[src/rtl/matvec_seq.sv]
// matvec_seq: sequential matrix-vector multiplier, y = A*x, one MAC per clock.
// Feeds the bias adder of the RBM datapath; results wrap modulo 2^bitlength.
//
// Ports:
//   clk    - clock, all state updates on the rising edge
//   rst_n  - asynchronous active-low reset; aborts any job in progress
//   start  - job request, sampled only while idle
//   AI     - packed matrix, element [i][j] at (i*COLS+j)*bitlength +: bitlength
//   XI     - packed vector, element [j] at j*bitlength +: bitlength
//   busy   - high while a job is running or its result is waiting
//   valid  - result on YO is complete and stable
//   ready  - downstream accepts the result when valid && ready
//   YO     - packed result, element [i] at i*bitlength +: bitlength
module matvec_seq #(
    parameter int bitlength = 8,
    parameter int ROWS      = 7,
    parameter int COLS      = 7
) (
    input  logic                          clk,
    input  logic                          rst_n,
    input  logic                          start,
    input  logic [ROWS*COLS*bitlength-1:0] AI,
    input  logic [COLS*bitlength-1:0]      XI,
    output logic                          busy,
    output logic                          valid,
    input  logic                          ready,
    output logic [ROWS*bitlength-1:0]      YO
);

    // Wide enough to sum COLS full-scale products without overflow.
    localparam int AW = 2*bitlength + $clog2(COLS);
    localparam int RW = (ROWS > 1) ? $clog2(ROWS) : 1;
    localparam int CW = (COLS > 1) ? $clog2(COLS) : 1;
    localparam logic [RW-1:0] R_LAST = RW'(ROWS-1);
    localparam logic [CW-1:0] C_LAST = CW'(COLS-1);

    typedef enum logic [1:0] {
        IDLE,
        RUN,
        DONE
    } state_t;

    state_t                          state;
    logic [ROWS*COLS*bitlength-1:0]  a_reg;
    logic [COLS*bitlength-1:0]       x_reg;
    logic [ROWS*bitlength-1:0]       y_reg;
    logic [RW-1:0]                   r;
    logic [CW-1:0]                   c;
    logic [AW-1:0]                   acc;

    logic [bitlength-1:0]            a_el;
    logic [bitlength-1:0]            x_el;
    logic [2*bitlength-1:0]          prod;
    logic [AW-1:0]                   acc_next;

    always_comb begin
        a_el     = a_reg[(int'(r)*COLS + int'(c))*bitlength +: bitlength];
        x_el     = x_reg[int'(c)*bitlength +: bitlength];
        prod     = {{bitlength{1'b0}}, a_el} * {{bitlength{1'b0}}, x_el};
        acc_next = acc + AW'(prod);
    end

    always_ff @(posedge clk or negedge rst_n) begin
        if (!rst_n) begin
            state <= IDLE;
            a_reg <= '0;
            x_reg <= '0;
            y_reg <= '0;
            r     <= '0;
            c     <= '0;
            acc   <= '0;
        end else begin
            case (state)
                IDLE: begin
                    if (start) begin
                        a_reg <= AI;
                        x_reg <= XI;
                        r     <= '0;
                        c     <= '0;
                        acc   <= '0;
                        state <= RUN;
                    end
                end
                RUN: begin
                    if (c == C_LAST) begin
                        // Last column of the row: commit the truncated sum and
                        // restart the accumulator for the next row in the same cycle.
                        y_reg[int'(r)*bitlength +: bitlength] <= acc_next[bitlength-1:0];
                        acc <= '0;
                        c   <= '0;
                        r   <= r + RW'(1);
                        if (r == R_LAST) begin
                            state <= DONE;
                        end
                    end else begin
                        acc <= acc_next;
                        c   <= c + CW'(1);
                    end
                end
                DONE: begin
                    if (ready) begin
                        state <= IDLE;
                    end
                end
                default: state <= IDLE;
            endcase
        end
    end

    // Pure decodes of the state register: no path from any input.
    assign busy  = (state != IDLE);
    assign valid = (state == DONE);
    assign YO    = y_reg;

endmodule

[config.mk]
export PLATFORM = sky130hd
export DESIGN_NAME = matvec_seq
export DESIGN_NICKNAME = d
export VERILOG_FILES = /design/src/rtl/matvec_seq.sv
export SDC_FILE = /design/constraint.sdc
export NUM_CORES = 1
export LEC_CHECK = 0
export BUFFER_PORTS_ARGS = -buffer_cell sky130_fd_sc_hd__buf_2
export CAP_MARGIN = 20
export CORE_MARGIN = 5
export CORE_UTILIZATION = 44
export DETAILED_ROUTE_END_ITERATION = 10
export MAX_ROUTING_LAYER = met4
export PLACE_DENSITY = 0.66
export RECOVER_POWER = 25
export REMOVE_ABC_BUFFERS = 1
export SYNTH_ARGS = -nofsm -noshare
export SYNTH_HDL_FRONTEND = slang
export SYNTH_SLANG_ARGS = --single-unit
[constraint.sdc]
create_clock -name clk -period 9.7 [get_ports clk]
set_input_delay 0.485 -clock clk [delete_from_list [all_inputs] [get_ports clk]]
set_output_delay 0.485 -clock clk [all_outputs]
set_load 0.005 [all_outputs]
=== Word level (Yosys, flattened, before mapping) ===
Index checks and enable logic that the tools add are counted.
Widths: inputs -> output; s select.

* Add/sub/neg operators: 5
* Multiply operators: 2
* Eq/ne operators: 8
* Shift operators: 4
* Muxes and demuxes: 14
* Reduce and logical (&&, ||, !) cells: 8

{| class="wikitable"
|+ Operators with widths
! operator !! number
|-
| $shiftx 392x11->8 || 1
|-
| $bwmux 56 || 1
|-
| $shift 8x33->56 const A || 1
|-
| $shiftx 56x7->8 || 1
|-
| $shiftx 8x33->56 || 1
|-
| $mux 19 || 2
|-
| $pmux 19 s2 || 1
|-
| $neg 6->33 || 1
|-
| $add 19x16->19 || 1
|-
| $mul 8x8->16 || 1
|-
| $pmux 3 s2 || 2
|-
| $mux 3 || 3
|-
| $mux 2 || 4
|-
| $add 6x3->7 || 1
|-
| $add 3x1->3 const B || 2
|-
| $eq 3x3->1 const B || 2
|-
| $mul 3x3->6 const B || 1
|-
| $ne 2x2->1 const B || 3
|-
| $pmux 2 s3 || 1
|-
| $reduce_and 2->1 || 3
|-
| $reduce_and 4->1 || 1
|-
| $reduce_bool 2->1 || 2
|-
| $reduce_and 3->1 || 1
|-
| $eq 2x1->1 const B || 1
|-
| other kinds (3) || 3
|}

* Register bits: 531
* Input port bits: 452
* Output and inout bits: 58
* Word-level logic and storage cells: 48

=== Longest topological paths before layout ===
Gate-level depths: netlist of the first run.

* Depth in word-level cells: 7
* Mapped depth: 33
* Gate-level depth less buffers: 30

=== Worst setup path before layout of the first run ===
No wires, ideal clock.

* Path kind: register to register
* From: reg r[0]
* To: reg y_reg[7] (netlist: YO[7])
* Setup time: 125 ps
* Arrival time: 7299 ps
* Data required time: 9575 ps
* Setup slack: 2277 ps
* Cell stages (with the launch flop): 28
* Buffers on the path: 2
* Period minus slack after synthesis: 7423 ps
* Cell sequence: dfrtp_1 > fa_1 > inv_1 > fa_1 > inv_1 > fa_1 > xor2_1 > buf_6 > buf_6 > mux2i_1 > mux2i_1 > a222oi_1 > nor2_1 > and2_1 > fa_1 > fa_1 > ha_1 > inv_1 > fa_1 > inv_1 > ha_1 > a21o_1 > a21oi_1 > xnor2_1 > xnor2_1 > xnor2_1 > xnor3_2 > mux2_2

* Word-level cells in the longest chain between the ends: 7
* Elaborated cells between the ends (all ways): 9
* Classes of those cells: 3 x add/sub; 2 x mul; 3 x shift; 1 x mux

{| class="wikitable"
|+ Ends and longest elaborated chain
! element !! RTL line !! text
|-
| start: declaration || 47 || <nowiki>logic [RW-1:0] r;</nowiki>
|-
| start signal: assignment || 91 || <nowiki>r <= r + RW'(1);</nowiki>
|-
| $mul 3x3->6 || 57 || <nowiki>a_el = a_reg[(int'(r)*COLS + int'(c))*bitlength +: bitlength];</nowiki>
|-
| $add 6x3->7 || 57 ||
|-
| $shiftx 392x11->8 || 57 ||
|-
| $mul 8x8->16 || 59 || <nowiki>prod = {{bitlength{1'b0}}, a_el} * {{bitlength{1'b0}}, x_el};</nowiki>
|-
| $add 19x16->19 || 60 || <nowiki>acc_next = acc + AW'(prod);</nowiki>
|-
| $shiftx 8x33->56 || 88 || <nowiki>y_reg[int'(r)*bitlength +: bitlength] <= acc_next[bitlength-1:0];</nowiki>
|-
| $bwmux 56 * || 88 ||
|-
| end signal: indexed assignment || 88 ||
|-
| end: declaration || 46 || <nowiki>logic [ROWS*bitlength-1:0] y_reg;</nowiki>
|}

Mark *: on every way between the ends. The rest lies on a longest branch, timed or not.
A chain may end at the register's enable or synchronous reset.

=== Worst setup path after layout of the first run ===
* From: reg r[0]
* To: reg y_reg[55] (netlist: YO[55])

The elaborated chain is that of the path after synthesis.

==> results of run 1 <==
-- metrics by stage --
stage | hold slack [ns] | std cells | setup TNS, ns | utilization (%) | instance area, µm²
6_report | 0.0661 | 3814 | 0 | 53.6 | 29600
5_1_grt | 0.0494 | 3814 | 0 | 53.6 | 29600
4_1_cts | 0.00475 | 3811 | 0 | 53.6 | 29700
3_5_place_dp | 0.457 | 3708 | 0 | 50.2 | 27700
3_3_place_gp | 0.451 | 3708 | 0 | 50.2 | 27700
2_1_floorplan | 0.189 | 2426 | -0.379 | - | 24000
-- cells in the mapped netlist (3+ instances only) --
| cell type | count |
|---|---|
| nand2_1 | 1405 |
| dfrtp_1 | 520 |
| mux4_2 | 102 |
| clkbuf_1 | 98 |
| inv_1 | 52 |
| mux2i_1 | 48 |
| mux2_2 | 37 |
| ha_1 | 31 |
| o21ai_0 | 26 |
| fa_1 | 22 |
| nor2_1 | 22 |
| a22o_1 | 20 |
| xnor2_1 | 15 |
| buf_2 | 14 |
| nor3_1 | 14 |
| buf_1 | 12 |
| a22oi_1 | 10 |
| a21oi_1 | 9 |
| nand2b_1 | 8 |
| and2_1 | 7 |
| buf_4 | 6 |
| buf_6 | 6 |
| nand3_1 | 6 |
| nor2b_1 | 6 |
| nor4_1 | 6 |
| o211ai_1 | 6 |
| mux4_1 | 4 |
| o31ai_1 | 4 |
| xor2_1 | 4 |
| a21o_1 | 3 |
| a222oi_1 | 3 |
| nand4_1 | 3 |
| o21ai_1 | 3 |
| o22a_1 | 3 |
| or2_2 | 3 |
-- routing by layer --
layer / up-vias / global-route usage, %
met3: 140 / 3.55
li1: 9176 / -
met1: 9734 / 33.6
met2: 625 / 39.6
met5: - / -
met4: 0 / 8.86
-- cells by family after synthesis --
logic type	count (synthesis)	synth area share, %
simple gates	1488	23.3
flops	520	52.8
buf+inv	192	3.38
mux	191	13.4
compound gates	99	2.86
fa+ha+maj	53	3.36
xor+xnor	21	0.864
-- layout make-up --
cell class	instances	share of cell area [%]
Clock buffer	78	5.41
Multi-Input combinational cell	1852	36.6
Clock inverter	25	1.06
Tap cell	748	3.16
Antenna cell	1	0.00844
Inverter	54	0.684
Timing Repair Buffer	536	9.23
Sequential cell	520	43.9
-- worst min-delay path, delay by kind of cell --
family | cells | cell delay, ns
simple gates | 2 | 0.08
buf+inv | 1 | 0.07
-- worst max path at each step --
stage                         to  slack [ns]  cells after the start
after floorplan            YO[7]       -0.06                     21
after global placement     YO[7]        1.24                     25
after detailed placement   YO[7]        0.97                     25
after CTS                 YO[31]        0.94                     25
after global routing      YO[23]        0.43                     25
final                     YO[55]        1.01                     25
==> flow_metrics.env, run 1 <==
export IMPL_wl_met3_um=4050
export IMPL_drc=0
export IMPL_startpoint="r[0]"
export IMPL_cts_hold_buf=0
export IMPL_multi_input_area_mm2=0.0108
export IMPL_dr_pass1_iters=5
export IMPL_synth_cell_types=56
export IMPL_hold_path_end="a_reg[20]"
export IMPL_crit_type="reg2reg"
export IMPL_core_area_mm2=0.0553
export IMPL_largest_register_ffs=392
export IMPL_synth_top_area_share_pct=52.8
export IMPL_cts_buffer_depth=3
export IMPL_path_buf_inv=6
export IMPL_synth_seq_cells=520
export IMPL_reg2reg_slack_ns=1.01
export IMPL_dp_slack_ns=0.974
export IMPL_postCtsSetupBuffers=0
export IMPL_synthCells=2564
export IMPL_ys_async_sr_fraction_pct=100
export IMPL_worst_slew_pin_slew_ns=6.64
export IMPL_gr_total_overflow=0
export IMPL_wl_met1_um=31700
export IMPL_layout_area_seq_mm2=0.0130
export IMPL_grt_setup_unrepaired="false"
export IMPL_reg2reg_depth=25
export IMPL_worstPathArrival_ns=9.17
export IMPL_initial_core_util_pct=44.5
export IMPL_place_detailed_hpwl_um=55100
export IMPL_cap_violations=3
export IMPL_timing_rr_start="r[0]"
export IMPL_path_delay_family="adder cells"
export IMPL_first_global_vias=20400
export IMPL_cp_data_required_time_ns=10.18
export IMPL_met2RoutedLength_um=36200
export IMPL_vias_per_cell=5.16
export IMPL_fmax_ghz=0.115
export IMPL_status="complete, but fails checks"
export IMPL_antenna_found_initial=1
export IMPL_wire_per_inst_um=19.6
export IMPL_critPathLaunchType="register"
export IMPL_synth_top_flop_cell="dfrtp_1"
export IMPL_cp_max_fo=25
export IMPL_path_common_cell="fa_1"
export IMPL_grt_pass1_wl_um=116000
export IMPL_violations="max-capacitance violations, max-slew violations"
export IMPL_synth_area_leaders="dfrtp_1 53%, nand2_1 21%, mux4_2 9.3%"
export IMPL_drive_gt1_share_pct=25.0
export IMPL_initialDrtViolationCount=1440
export IMPL_yosysWarnings=0
export IMPL_cp_slowest_cell="fa_2"
export IMPL_numPortBuffers=509
export IMPL_num_vias=19700
export IMPL_antenna_left=0
export IMPL_final_nets=3524
export IMPL_cp_slowest_stage_delay_ns=1.10
export IMPL_final_common_cell="nand2_1"
export IMPL_core_rowCount=86
export IMPL_netlist_area_mm2=0.0246
export IMPL_end_kind="register"
export IMPL_reg2reg_to="YO[55]"
export IMPL_synth_edf_count=0
export IMPL_dieHeight_um=247
export IMPL_ios=510
export IMPL_period_needed_ns=8.69
export IMPL_mostFrequentLayoutCells="1404 x nand2_1, 520 x dfrtp_1, 495 x buf_2, 102 x mux4_2, 56 x clkbuf_16"
export IMPL_grt_usage_pct=25.1
export IMPL_hold_viol=0
export IMPL_finalCritPeriodShare_pct=89.6
export IMPL_skew_ns=0.0178
export IMPL_yosysSeqAreaShare_pct=52.8
export IMPL_die_area_mm2=0.0608
export IMPL_grt_max_degree=222
export IMPL_die_w_um=247
export IMPL_hp_class="in2reg"
export IMPL_cts_root_buf="clkbuf_16"
export IMPL_ctsResizeCount=0
export IMPL_clock_latency_ns=0.61
export IMPL_worstHoldStart="AI[20]"
export IMPL_setup_viol=0
export IMPL_gp_congestion=0.905
export IMPL_fill_cells=5096
export IMPL_cts_sinks=520
export IMPL_cts_buffers=55
export IMPL_path_clk_slew_ns=0.06
export IMPL_slew_headroom_pct=-343
export IMPL_slew_violations=237
export IMPL_cts_tree="done"
export IMPL_worstHoldPathCells=3
export IMPL_wirelength_um=74700
export IMPL_area_delta_synth_final_pct=20.4
export IMPL_htree_levels=2
export IMPL_synth_top_area_cell="dfrtp_1"
export IMPL_avgSynthCellArea_um2=9.60
export IMPL_fin_ws_ns=1.01
export IMPL_highest_layer="met4"
Power of run 1 is not shown: default switching activity piles up to over one toggle a cycle in this logic, so the estimate is an artifact.
==> run 2: changes to the inputs <==
==> constraint.sdc (replaced) <==
create_clock -name clk -period 9.1 [get_ports clk]
set_input_delay 0.455 -clock clk [delete_from_list [all_inputs] [get_ports clk]]
set_output_delay 0.455 -clock clk [all_outputs]
set_load 0.005 [all_outputs]
==> run 2 against run 1 <==
- the run still ends with max-capacitance violations, max-slew violations left
- setup slack lost 0.61 ns
- sequential share of layout area shrank 0.60 points
- worst hold slack lost 0.039 ns
- fmax shrank 0.12%
- flip-flop and latch count is the same
- utilization grew 0.74 points
- global-route usage shrank 0.32 points
- count of clock-buffer cells in the layout shrank 6
- wire length shrank 1.3%
- critical endpoint unchanged
- largest cell class unchanged
- highest routed layer unchanged
==> flow_metrics.env, run 2 (synthesis gave the netlist of run 1 again) <==
export IMPL_cp_slowest_cell="fa_4"
export IMPL_core_rowCount=86
export IMPL_grt_pass1_wl_um=115000
export IMPL_slew_violations=390
export IMPL_numPortBuffers=509
export IMPL_antenna_found_initial=3
export IMPL_grt_usage_pct=24.8
export IMPL_wire_per_inst_um=19.1
export IMPL_fill_cells=5060
export IMPL_drive_gt1_share_pct=24.4
export IMPL_status="complete, but fails checks"
export IMPL_skew_ns=0.0277
export IMPL_fmax_ghz=0.115
export IMPL_dr_pass1_iters=8
export IMPL_mostFrequentLayoutCells="1404 x nand2_1, 520 x dfrtp_1, 483 x buf_2, 102 x mux4_2, 56 x clkbuf_16"
export IMPL_hold_viol=0
export IMPL_path_clk_slew_ns=0.06
export IMPL_clock_latency_ns=0.62
export IMPL_cap_violations=5
export IMPL_first_global_vias=20500
export IMPL_largest_register_ffs=392
export IMPL_path_common_cell="fa_1"
export IMPL_cts_tree="done"
export IMPL_startpoint="r[0]"
export IMPL_area_delta_synth_final_pct=22.0
export IMPL_multi_input_area_mm2=0.0108
export IMPL_cts_buffers=56
export IMPL_grt_max_degree=247
export IMPL_die_w_um=247
export IMPL_final_common_cell="nand2_1"
export IMPL_place_detailed_hpwl_um=53200
export IMPL_dieHeight_um=247
export IMPL_cts_root_buf="clkbuf_16"
export IMPL_slew_headroom_pct=-236
export IMPL_die_area_mm2=0.0608
export IMPL_cts_buffer_depth=3
export IMPL_drc=0
export IMPL_timing_rr_start="r[0]"
export IMPL_cp_slowest_stage_delay_ns=1.15
export IMPL_crit_type="reg2reg"
export IMPL_initial_core_util_pct=44.5
export IMPL_core_area_mm2=0.0553
export IMPL_violations="max-capacitance violations, max-slew violations"
export IMPL_end_kind="register"
export IMPL_finalCritPeriodShare_pct=95.7
export IMPL_grt_setup_unrepaired="false"
export IMPL_worstPathArrival_ns=9.19
export IMPL_finalSetupTns_ns=0
export IMPL_cp_max_fo=25
export IMPL_path_delay_family="adder cells"
export IMPL_final_nets=3567
export IMPL_cp_data_required_time_ns=9.59
export IMPL_gp_congestion=0.910
export IMPL_postCtsSetupBuffers=0
export IMPL_wirelength_um=73700
export IMPL_vias_per_cell=5.13
export IMPL_path_buf_inv=6
export IMPL_ios=510
export IMPL_worstHoldStart="AI[314]"
export IMPL_hp_class="in2reg"
export IMPL_critPathLaunchType="register"
export IMPL_initialDrtViolationCount=1656
export IMPL_antenna_left=0
export IMPL_period_needed_ns=8.71
export IMPL_gr_total_overflow=0
export IMPL_layout_area_seq_mm2=0.0130
export IMPL_htree_levels=2
export IMPL_worst_slew_pin_slew_ns=5.03
export IMPL_whs_ns=0.0269
export IMPL_cts_sinks=520
export IMPL_num_vias=19800
export IMPL_setup_viol=0
[run 2: cell count changes in the layout (fill, tap and decap cells not counted), sizes merged]
cell         previous run  this run
buf                   518       510
clkbuf                 96       102
clkinv                 17        18
clkinvlp                0         2
diode                   1         3
dlygate4sd3             0        38
inv                    56        58
[run 2: layout make-up]
type	count	area share [%]
sequential	520	43.3
multi-input combinational	1852	36.1
timing repair buffer	578	10.6
clock buffer	72	5.10
tap	748	3.11
clock inverter	30	1.17
inverter	54	0.674
antenna	3	0.0250
[run 2: final timing paths]
| kind | cells after the start | endpoint | slack [ns] |
|---|---|---|---|
| min in group asynchronous | 2 | YO[18] | 2.20 |
| min | 3 | a_reg[314] | 0.03 |
| max reg2reg | 25 | YO[55] | 0.39 |
| max in group asynchronous | 3 | a_reg[3] | 2.35 |
| max | 25 | YO[55] | 0.39 |
| min reg2reg | 2 | a_reg[259] | 0.47 |
[run 2: routing by layer]
layer | track usage [%] | wire length (µm)
met1 | 34.0 | 31800
met2 | 39.1 | 36000
met3 | 2.97 | 3590
met4 | 7.61 | 2270
met5 | - | 0
[run 2: stage by stage]
| step | instances | utilization (%) | setup slack, ns | instance area [µm²] |
|---|---|---|---|---|
| 2_1_floorplan | 2426 | - | -0.656 | 24000 |
| 3_3_place_gp | 3713 | 50.3 | 0.455 | 27800 |
| 3_5_place_dp | 3713 | 50.3 | 0.245 | 27800 |
| 4_1_cts | 3853 | 54.4 | 0.216 | 30100 |
| 5_1_grt | 3857 | 54.3 | 0.00139 | 30100 |
| 6_report | 3857 | 54.3 | 0.394 | 30100 |
[run 2: timing repair]
action	CTS	global route
resized for setup	0	1
setup endpoints to repair	0	8
endpoints found under the hold margin	126	0
hold buffers	38	0
[run 2: worst min-delay path, delay by kind of cell]
kind,cells,cell delay [ns]
buffers and inverters,1,0.08
AND/OR/NAND/NOR,2,0.08
Power of run 2 is left out for the same reason.
